==> config.mk <==
export PLATFORM = sky130hd
export DESIGN_NAME = rgb2raw_bayer_mosaic
export DESIGN_NICKNAME = d
export VERILOG_FILES = /design/src/rtl/rgb2raw_bayer_mosaic_pkg.sv /design/src/rtl/rgb2raw_bayer_mosaic_bayer_pos_counter.sv /design/src/rtl/rgb2raw_bayer_mosaic.sv
export SDC_FILE = /design/constraint.sdc
export NUM_CORES = 1
export LEC_CHECK = 0
export ABC_AREA = 1
export CAP_MARGIN = 20
export CORE_UTILIZATION = 52
export DETAILED_ROUTE_END_ITERATION = 7
export HOLD_SLACK_MARGIN = 0.03
export PLACE_DENSITY_LB_ADDON = 0.05
export SLEW_MARGIN = 40
export SYNTH_ARGS = -nofsm -noshare
export SYNTH_HDL_FRONTEND = slang
export SYNTH_SLANG_ARGS = --single-unit
==> constraint.sdc <==
create_clock -name VGA_CLK -period 1.85 [get_ports VGA_CLK]
set_input_delay 0.185 -clock VGA_CLK [delete_from_list [all_inputs] [get_ports VGA_CLK]]
set_output_delay 0.185 -clock VGA_CLK [all_outputs]
set_load 0.02 [all_outputs]
==> src/rtl/rgb2raw_bayer_mosaic_pkg.sv <==
// Shared types and helpers for the RGB to Bayer RAW re-mosaic path.
package rgb2raw_bayer_mosaic_pkg;

  localparam int CNT_W = 11;
  localparam logic [CNT_W-1:0] CNT_MAX = '1;

  typedef enum logic [1:0] {
    COL_R = 2'd0,
    COL_G = 2'd1,
    COL_B = 2'd2
  } colour_e;

  // Colour found at (Y[0],X[0]) = (0,0) for each BAYER_PHASE value.
  typedef enum logic [1:0] {
    PH_RGGB = 2'd0,
    PH_GRBG = 2'd1,
    PH_GBRG = 2'd2,
    PH_BGGR = 2'd3
  } phase_e;

  typedef enum logic [1:0] {
    ST_IDLE    = 2'd0,
    ST_WAIT_VS = 2'd1,
    ST_ARMED   = 2'd2,
    ST_ACTIVE  = 2'd3
  } frame_state_e;

  // Every phase is the RGGB map with its (y,x) parity flipped by the phase bits.
  function automatic colour_e bayer_colour(input logic [1:0] phase, input logic y0,
                                           input logic x0);
    logic [1:0] idx;
    idx = {y0, x0} ^ phase;
    case (idx)
      2'b00:   bayer_colour = COL_R;
      2'b11:   bayer_colour = COL_B;
      default: bayer_colour = COL_G;
    endcase
  endfunction

  // MSB replication keeps full scale at full scale (FF -> 3FF).
  function automatic logic [9:0] expand8to10(input logic [7:0] c);
    expand8to10 = {c, c[7:6]};
  endfunction

endpackage

==> src/rtl/rgb2raw_bayer_mosaic_bayer_pos_counter.sv <==
// Pixel/line position counters with saturation and geometry-error detection.
module rgb2raw_bayer_mosaic_bayer_pos_counter
  import rgb2raw_bayer_mosaic_pkg::*;
#(
  parameter logic [CNT_W-1:0] H_MAX = 11'd1279,
  parameter logic [CNT_W-1:0] V_MAX = 11'd1023
) (
  input  logic             clk_i,
  input  logic             rst_ni,
  input  logic             rd_req_i,
  input  logic             vs_i,
  input  logic             hs_i,
  output logic [CNT_W-1:0] x_o,
  output logic [CNT_W-1:0] y_o,
  output logic             geom_err_o
);

  logic [CNT_W-1:0] x_q, x_d;
  logic [CNT_W-1:0] y_q, y_d;
  logic             rd_req_q;
  logic             hs_q;

  // Next-state for the counters; VS low always forces Y to zero.
  always_comb begin
    x_d = '0;
    if (rd_req_i) begin
      x_d = (x_q == CNT_MAX) ? x_q : x_q + CNT_W'(1);
    end
    y_d = y_q;
    if (!vs_i) begin
      y_d = '0;
    end else if (rd_req_q && !rd_req_i) begin
      y_d = (y_q == CNT_MAX) ? y_q : y_q + CNT_W'(1);
    end
  end

  // Counter and edge-detect registers.
  always_ff @(posedge clk_i or negedge rst_ni) begin
    if (!rst_ni) begin
      x_q      <= '0;
      y_q      <= '0;
      rd_req_q <= 1'b0;
      hs_q     <= 1'b0;
    end else begin
      x_q      <= x_d;
      y_q      <= y_d;
      rd_req_q <= rd_req_i;
      hs_q     <= hs_i;
    end
  end

  // A sample taken while VS is low belongs to line 0 of the new frame.
  assign x_o = x_q;
  assign y_o = vs_i ? y_q : '0;

  assign geom_err_o = rd_req_i && ((x_q > H_MAX) || (y_o > V_MAX) || (hs_q && !hs_i));

endmodule

==> src/rtl/rgb2raw_bayer_mosaic.sv <==
// Re-mosaics an RGB stream into 10-bit Bayer RAW with regenerated LVAL/FVAL.
module rgb2raw_bayer_mosaic
  import rgb2raw_bayer_mosaic_pkg::*;
#(
  parameter logic [1:0]       BAYER_PHASE = 2'd1,
  parameter logic [CNT_W-1:0] H_MAX       = 11'd1279,
  parameter logic [CNT_W-1:0] V_MAX       = 11'd1023
) (
  input  logic             VGA_CLK,
  input  logic             RESET_N,
  input  logic [7:0]       iRed,
  input  logic [7:0]       iGreen,
  input  logic [7:0]       iBlue,
  input  logic             READ_Request,
  input  logic             VGA_VS,
  input  logic             VGA_HS,
  output logic [9:0]       oRAW,
  output logic             oLVAL,
  output logic             oFVAL,
  output logic [CNT_W-1:0] oX_Cont,
  output logic [CNT_W-1:0] oY_Cont,
  output logic             oERR
);

  logic [CNT_W-1:0] x_cnt, y_cnt;
  logic             geom_err;

  frame_state_e state_q, state_d;
  logic         frame_start;
  logic         lval_tag, fval_tag;

  logic             s1_lval_q, s1_fval_q;
  logic [CNT_W-1:0] s1_x_q, s1_y_q;
  logic [7:0]       s1_r_q, s1_g_q, s1_b_q;

  colour_e          col;
  logic [7:0]       pix;
  logic [9:0]       raw_d, raw_q;
  logic             lval_q, fval_q, err_q, err_d;
  logic [CNT_W-1:0] xo_q, yo_q;

  rgb2raw_bayer_mosaic_bayer_pos_counter #(
    .H_MAX(H_MAX),
    .V_MAX(V_MAX)
  ) u_pos (
    .clk_i     (VGA_CLK),
    .rst_ni    (RESET_N),
    .rd_req_i  (READ_Request),
    .vs_i      (VGA_VS),
    .hs_i      (VGA_HS),
    .x_o       (x_cnt),
    .y_o       (y_cnt),
    .geom_err_o(geom_err)
  );

  // Frame FSM next-state; data is only passed once a VS has been seen.
  always_comb begin
    state_d     = state_q;
    frame_start = 1'b0;
    case (state_q)
      ST_IDLE:    state_d = ST_WAIT_VS;
      ST_WAIT_VS: if (!VGA_VS) state_d = ST_ARMED;
      ST_ARMED: begin
        if (READ_Request && VGA_VS) begin
          state_d     = ST_ACTIVE;
          frame_start = 1'b1;
        end
      end
      ST_ACTIVE:  if (!VGA_VS) state_d = ST_ARMED;
      default:    state_d = ST_IDLE;
    endcase
    lval_tag = READ_Request && ((state_q == ST_ARMED) || (state_q == ST_ACTIVE));
    fval_tag = (state_d == ST_ACTIVE);
    err_d    = geom_err ? 1'b1 : (frame_start ? 1'b0 : err_q);
  end

  // Frame state register.
  always_ff @(posedge VGA_CLK or negedge RESET_N) begin
    if (!RESET_N) state_q <= ST_IDLE;
    else          state_q <= state_d;
  end

  // Stage 0 capture: sample, position and frame tags travel together.
  always_ff @(posedge VGA_CLK or negedge RESET_N) begin
    if (!RESET_N) begin
      s1_lval_q <= 1'b0;
      s1_fval_q <= 1'b0;
      s1_x_q    <= '0;
      s1_y_q    <= '0;
      s1_r_q    <= '0;
      s1_g_q    <= '0;
      s1_b_q    <= '0;
    end else begin
      s1_lval_q <= lval_tag;
      s1_fval_q <= fval_tag;
      s1_x_q    <= x_cnt;
      s1_y_q    <= y_cnt;
      s1_r_q    <= iRed;
      s1_g_q    <= iGreen;
      s1_b_q    <= iBlue;
    end
  end

  // Stage 1 colour pick and bit expansion; RAW is forced to 0 outside LVAL.
  always_comb begin
    col = bayer_colour(BAYER_PHASE, s1_y_q[0], s1_x_q[0]);
    pix = s1_g_q;
    case (col)
      COL_R:   pix = s1_r_q;
      COL_B:   pix = s1_b_q;
      default: pix = s1_g_q;
    endcase
    raw_d = s1_lval_q ? expand8to10(pix) : 10'd0;
  end

  // Output registers and the sticky error flag.
  always_ff @(posedge VGA_CLK or negedge RESET_N) begin
    if (!RESET_N) begin
      raw_q  <= '0;
      lval_q <= 1'b0;
      fval_q <= 1'b0;
      xo_q   <= '0;
      yo_q   <= '0;
      err_q  <= 1'b0;
    end else begin
      raw_q  <= raw_d;
      lval_q <= s1_lval_q;
      fval_q <= s1_fval_q;
      xo_q   <= s1_x_q;
      yo_q   <= s1_y_q;
      err_q  <= err_d;
    end
  end

  assign oRAW    = raw_q;
  assign oLVAL   = lval_q;
  assign oFVAL   = fval_q;
  assign oX_Cont = xo_q;
  assign oY_Cont = yo_q;
  assign oERR    = err_q;

endmodule

## Word-level counts from Yosys, hierarchy flattened

Index checks and enable logic that the tools add are counted.

| cells by class | value |
|---|---|
| $add $sub $neg | 2 |
| $mul | 0 |
| div/mod/pow operators | 0 |
| $lt $le $gt $ge | 2 |
| eq/ne operators | 11 |
| shifts and indexed selects | 0 |
| muxes and demuxes | 16 |
| bitwise operators | 1 |
| reduce and logical (&&, ||, !) cells | 16 |

Operator list:

| cell | number |
|---|---|
| 11-bit two-way mux | 6 |
| 11-bit by 1-bit adder with 11-bit output, second input constant | 2 |
| 11-bit equality test, second input constant | 2 |
| 8-bit one-hot mux with 2 select lines | 1 |
| 11-bit by 10-bit > comparator with 1-bit output, second input constant | 1 |
| 11-bit > comparator, second input constant | 1 |
| 2-bit equality test, second input constant | 5 |
| 10-bit two-way mux | 1 |
| 2-bit zero test | 3 |
| 2-bit one-hot mux with 3 select lines | 1 |
| 1-bit logical AND | 5 |
| 1-bit two-way mux | 4 |
| 2-bit two-way mux | 2 |
| 2-bit inequality test, second input constant | 2 |
| 2-bit one-hot mux with 2 select lines | 1 |
| 1-bit logical OR | 3 |
| 2-bit by 1-bit equality test with 1-bit output, second input constant | 1 |
| 1-bit zero test | 2 |
| 2-bit by 1-bit inequality test with 1-bit output, second input constant | 1 |
| 2-bit AND reduction | 1 |
| 2-bit nonzero test | 1 |
| 2-bit OR reduction | 1 |
| 1-bit inverter | 1 |

| word-level totals | value |
|---|---|
| register bits | 109 |
| latch bits | 0 |
| memory bits (writable) | 0 |
| memory bits (read-only) | 0 |
| input bits | 29 |
| memories kept | 0 |

## Depth between registers and ports, before layout

| depth | value |
|---|---|
| depth in word-level cells | 6 |
| mapped depth | 8 |

## Cells and area by module

From an unflattened synthesis, not the netlist that was laid out.

| second synthesis, totals | value |
|---|---|
| cells, all modules | 355 |
| area, all modules | 3854.9 um^2 |

Modules (own cells, without submodules):

| module | times used | cells an instance | area each (um^2) | seq. area each (um^2) |
|---|---|---|---|---|
| rgb2raw_bayer_mosaic | 1 | 157 | 2424.8 | 2077.0 |
| rgb2raw_bayer_mosaic_bayer_pos_counter | 1 | 198 | 1430.1 | 600.6 |

## Least setup slack after synthesis

Ideal clock, no wire load.

| path | value |
|---|---|
| path type | register to register |
| start point | register u_pos.y_q[0] |
| end point | register u_pos.y_q[0] |
| setup time | 124 ps |
| arrival time | 1258 ps |
| required time | 1726 ps |
| path slack | 468 ps |
| stages on the path, launching flop included | 9 |
| path buffers | 0 |
| period minus slack after synthesis | 1382 ps |
| cells stage by stage | dfrtp_1 -> ha_1 -> nand2_2 -> nor2_8 -> nand3_2 -> nand2_4 -> inv_1 -> nand2_1 -> o21ai_2 |

| on the way | value |
|---|---|
| cells in the longest elaborated chain, start to end | 4 |
| elaborated cells between the ends (all ways) | 7 |
| those cells by class | 1 x add/sub; 2 x eq/ne; 3 x mux; 1 x reduce/logical |

RTL lines:

| element | RTL line | RTL |
|---|---|---|
| from (decl) | rgb2raw_bayer_mosaic_bayer_pos_counter.sv:19 | `logic [CNT_W-1:0] y_q, y_d;` |
| from (signal assigned) | rgb2raw_bayer_mosaic_bayer_pos_counter.sv:46 | `y_q <= y_d;` |
| 11-bit by 1-bit adder with 11-bit output | rgb2raw_bayer_mosaic_bayer_pos_counter.sv:33 | `y_d = (y_q == CNT_MAX) ? y_q : y_q + CNT_W'(1);` |
| 11-bit two-way mux | rgb2raw_bayer_mosaic_bayer_pos_counter.sv:33 |  |
| 11-bit two-way mux | rgb2raw_bayer_mosaic_bayer_pos_counter.sv:32 | `end else if (rd_req_q && !rd_req_i) begin` |
| 11-bit two-way mux | rgb2raw_bayer_mosaic_bayer_pos_counter.sv:30 | `if (!vs_i) begin` |

Parallel ways exist; a longest one is shown, timed or not. The select of a mux whose other input is x is not followed.
A chain may end at the register's enable or synchronous reset.

## Worst setup path after layout

| path | value |
|---|---|
| start point | register s1_x_q[0] |
| end point | register raw_q[6] (netlist: oRAW[6]) |

| on the way | value |
|---|---|
| cells in the longest elaborated chain, start to end | 6 |
| elaborated cells between the ends (all ways) | 8 |
| those cells by class | 2 x eq/ne; 3 x mux; 1 x bitwise; 2 x reduce/logical |

RTL lines:

| element | RTL line | RTL |
|---|---|---|
| from (decl) | rgb2raw_bayer_mosaic.sv:33 | `logic [CNT_W-1:0] s1_x_q, s1_y_q;` |
| from (signal assigned) | rgb2raw_bayer_mosaic.sv:96 | `s1_x_q <= x_cnt;` |
| 1-bit inverter (no line) (*) | -- |  |
| 2-bit equality test or 2-bit zero test (tied branches) | rgb2raw_bayer_mosaic_pkg.sv:33 | `case (idx)` |
| 2-bit one-hot mux with 2 select lines (*) | rgb2raw_bayer_mosaic_pkg.sv:33 |  |
| 2-bit equality test or 2-bit zero test (tied branches) | rgb2raw_bayer_mosaic.sv:108 | `case (col)` |
| 8-bit one-hot mux with 2 select lines (*) | rgb2raw_bayer_mosaic.sv:108 |  |
| 10-bit two-way mux (*) | rgb2raw_bayer_mosaic.sv:113 | `raw_d = s1_lval_q ? expand8to10(pix) : 10'd0;` |
| net raw_d[6] | rgb2raw_bayer_mosaic.sv:38 | `logic [9:0] raw_d, raw_q;` |
| to (signal assigned) | rgb2raw_bayer_mosaic.sv:126 | `raw_q <= raw_d;` |
| to (decl) | rgb2raw_bayer_mosaic.sv:38 |  |

Mark *: on every way through the listed nets, which the timed path passes. The rest lies on a longest branch.

==> results.yml <==
status:
  status: "complete, no violations"
logic_synthesis:
  yosysWarnings: 0
  synth.yosys.seq_area_share_pct: 70.6
  ys_types: 33
  synthFlopType: "dfrtp_1"
  ys_ff_latch: 107
  synth_enable_flop_cells: 0
  synth_area_sq_mm: 0.00379
  synth_cells: 334
  synthArstFlopShare_pct: 100
  syn_area_per_cell_sq_um: 11.4
  synth_nets: 367
pwr:
  powerDensity_mw_per_mm2: 912
  ir_drop_mv: 0.419
  clkPwrFrac_pct: 33.5
  pwr-share-seq_pct: 57.1
  p_int_uw: 3350
  combPwrFrac_pct: 9.4
  power_switching_share_pct: 23.0
  power.total_uw: 4340
  power_switching_uw: 997
  p_leak_uw: 0.00239
global_route:
  first_global_vias: 2256
  grt_first_pass_wirelength_um: 10800
  grt_overflow: 0
  grt_max_degree: 48
  grtUsageTotal_pct: 19.2
  antenna_found_initial: 0
routing:
  vias_per_cell: 4.85
  wl_um: 6520
  drcViolationCount: 0
  drtAntennaViolNets: 0
  firstDrtPassIters: 4
  num_vias: 2450
  first_iter_violations: 106
  routedWlPerCell_um: 12.9
critical_path:
  critPathMaxFanout: 9
  critical_path_required_ns: 2.09
  cp_common_cell: "inv_1"
  worst_setup_path_start_kind: "register"
  crit_family: "adder cells"
  path_cells: "inv_1 -> ha_1 -> inv_1 -> o21ai_0 -> a21oi_1"
  crit_buf_inv: 2
  cp_slowest_cell: "ha_1"
  criticalPathCategory: "register to register"
  endpoint_kind: "register"
  critPathMaxStageDelay_ns: 0.49
  critPathArrivalTime_ns: 1.80
cts:
  htree_levels: 3
  cts-root-buf: "clkbuf_8"
  postCtsSetupBuffers: 0
  clk-insertion-delay-late_ns: 0.36
  clock_sinks: 107
  cts_buffers: 9
  path_clk_slew_ns: 0.09
  cts_tree: "yes"
  cts_buffer_depth: 2
  cts_resized: 0
job:
  max-cap-violations: 0
die:
  die_h_um: 87.4
  pin_count: 64
  initial_core_util_pct: 54.9
  core_sq_mm: 0.00691
  die_w_um: 87.4
  dieArea_sq_mm: 0.00764
  rows: 30
final_layout:
  post-route-cell-area_sq_mm: 0.00476
  nets: 438
  area_delta_synth_final_pct: 25.6
  drive_gt1_share_pct: 8.31
  insertedDiodeCount: 0
sta:
  period_minus_slack_ns: 1.56
  rsz0062_at_grt: "false"
  finClkSkew_ns: 0.0101
  hold_violations: 0
  slew_viol_final: 0
  setup_viol: 0
  worst_pin_slew_ns: 0.480
  max_slew_margin_pct: 68.0
  period_share_pct: 84.2
  fmax_ghz: 0.642
  tns_ns: 0
placed_design:
  routabilityCongestion: 0.821
  port_buffers: 63
  placed_area_sq_mm: 0.00454
  dp_hpwl_um: 4450
min_path:
  hp-class: "primary input to register"
-- final timing paths --
check	cells past startpoint	slack (ns)	endpoint	startpoint
max	5	0.29	oRAW[6]	s1_x_q[0]
min	1	0.26	s1_g_q[5]	iGreen[5]
max reg2reg	5	0.29	oRAW[6]	s1_x_q[0]
min reg2reg	0	0.35	oX_Cont[1]	s1_x_q[1]
max in group asynchronous	3	0.83	u_pos.x_o[10]	RESET_N
min in group asynchronous	2	0.32	oRAW[5]	RESET_N
-- Yosys cell counts, drive strengths merged, types with 2 or more instances --
library cell,n,area share (%)
a21oi,19,2.5
nor2,12,1.9
nand4,5,0.82
nand3,21,3.0
xor2,3,0.69
inv,39,3.9
clkbuf,2,0.20
a21o,2,0.40
o21ai,21,2.9
nand2,81,8.3
o21bai,4,0.79
ha,4,1.3
buf,7,1.1
nor3,2,0.56
dfrtp,107,71
-- layer usage --
| layer | GRT usage (%) | share of wire [%] | up-vias |
|---|---|---|---|
| li1 | - | - | 1203 |
| met1 | 27.8 | 50 | 1177 |
| met2 | 28.4 | 45 | 61 |
| met3 | 4.27 | 4.2 | 9 |
| met4 | 7.60 | 1.6 | 0 |
| met5 | 0 | 0 | - |
-- area by class of cell --
type,count,area [sq um]
clock buffer,12,165
tap,96,120
multi-input combinational,179,918
fill,541,2140
inverter,39,146
timing repair buffer,69,688
clock inverter,3,46.3
sequential,107,2680
-- state kept, by name, summed over array words and instances (netlist names), 11 cells and up --
name and count:
oX_Cont 11, s1_y_q 11, oY_Cont 11, u_pos.x_o 11, s1_x_q 11, u_pos.y_q 11
-- cell usage in the layout, fill, tap and decap left out --
master,count
clkinvlp_4,1
nand3b_1,1
clkbuf_8,12
a21o_1,2
o31ai_1,1
o21ai_2,1
nor2_2,1
dfrtp_1,107
nor2_4,1
o21ai_1,5
nor3_1,1
nor2_8,1
inv_2,2
inv_1,37
nand3_1,19
ha_1,4
o21ai_0,15
nand4_1,5
nand2_1,78
xnor2_1,1
a21oi_1,19
dlygate4sd3_1,1
buf_4,5
clkdlybuf4s50_1,62
xor2_1,3
nand2_4,1
or2_2,1
nor2_1,9
o21bai_1,4
nand2_2,2
nor3_4,1
buf_12,1
nand3_2,2
o21a_1,1
clkinv_4,1
bufinv_16,1
-- cell families (layout without fill, tap and decap cells) --
group	count (synthesis)	after routing	share of synthesized area (%)
AO/OA/AOI/OAI	48	48	6.96
AND/OR/NAND/NOR	123	123	15.0
adder cells (fa/ha/maj)	4	4	1.32
flip-flops	107	107	70.6
XOR/XNOR	4	4	0.924
buffers and inverters	48	123	5.18
-- stage by stage --
stage / cells / setup WS (ns) / utilization, % / hold slack (ns)
finish: 505 / 0.291 / 68.9 / 0.259
detailed placement: 489 / 0.263 / 65.7 / 0.177
global route: 505 / 0.123 / 68.9 / 0.244
CTS: 505 / 0.294 / 68.9 / 0.243
global placement: 489 / 0.296 / 65.7 / 0.176
floorplan: 334 / 0.468 / - / -0.111
-- timing repair --
| action | 4_1_cts | 5_1_grt |
|---|---|---|
| setup endpoints to repair | 0 | 0 |
| hold buffers | 1 | 0 |
| hold endpoints to repair | 36 | 0 |
-- power groups by stage --
stage | sequential [uW] | clock, uW | combinational, uW
2_1_floorplan | 2570 | 0 | 131
6_report | 2480 | 1450 | 410
4_1_cts | 2480 | 1500 | 415
3_5_place_dp | 2530 | 0 | 411
5_1_grt | 2490 | 1580 | 454
3_3_place_gp | 2520 | 0 | 406
Note: power is estimated with default switching activity, not from simulation.
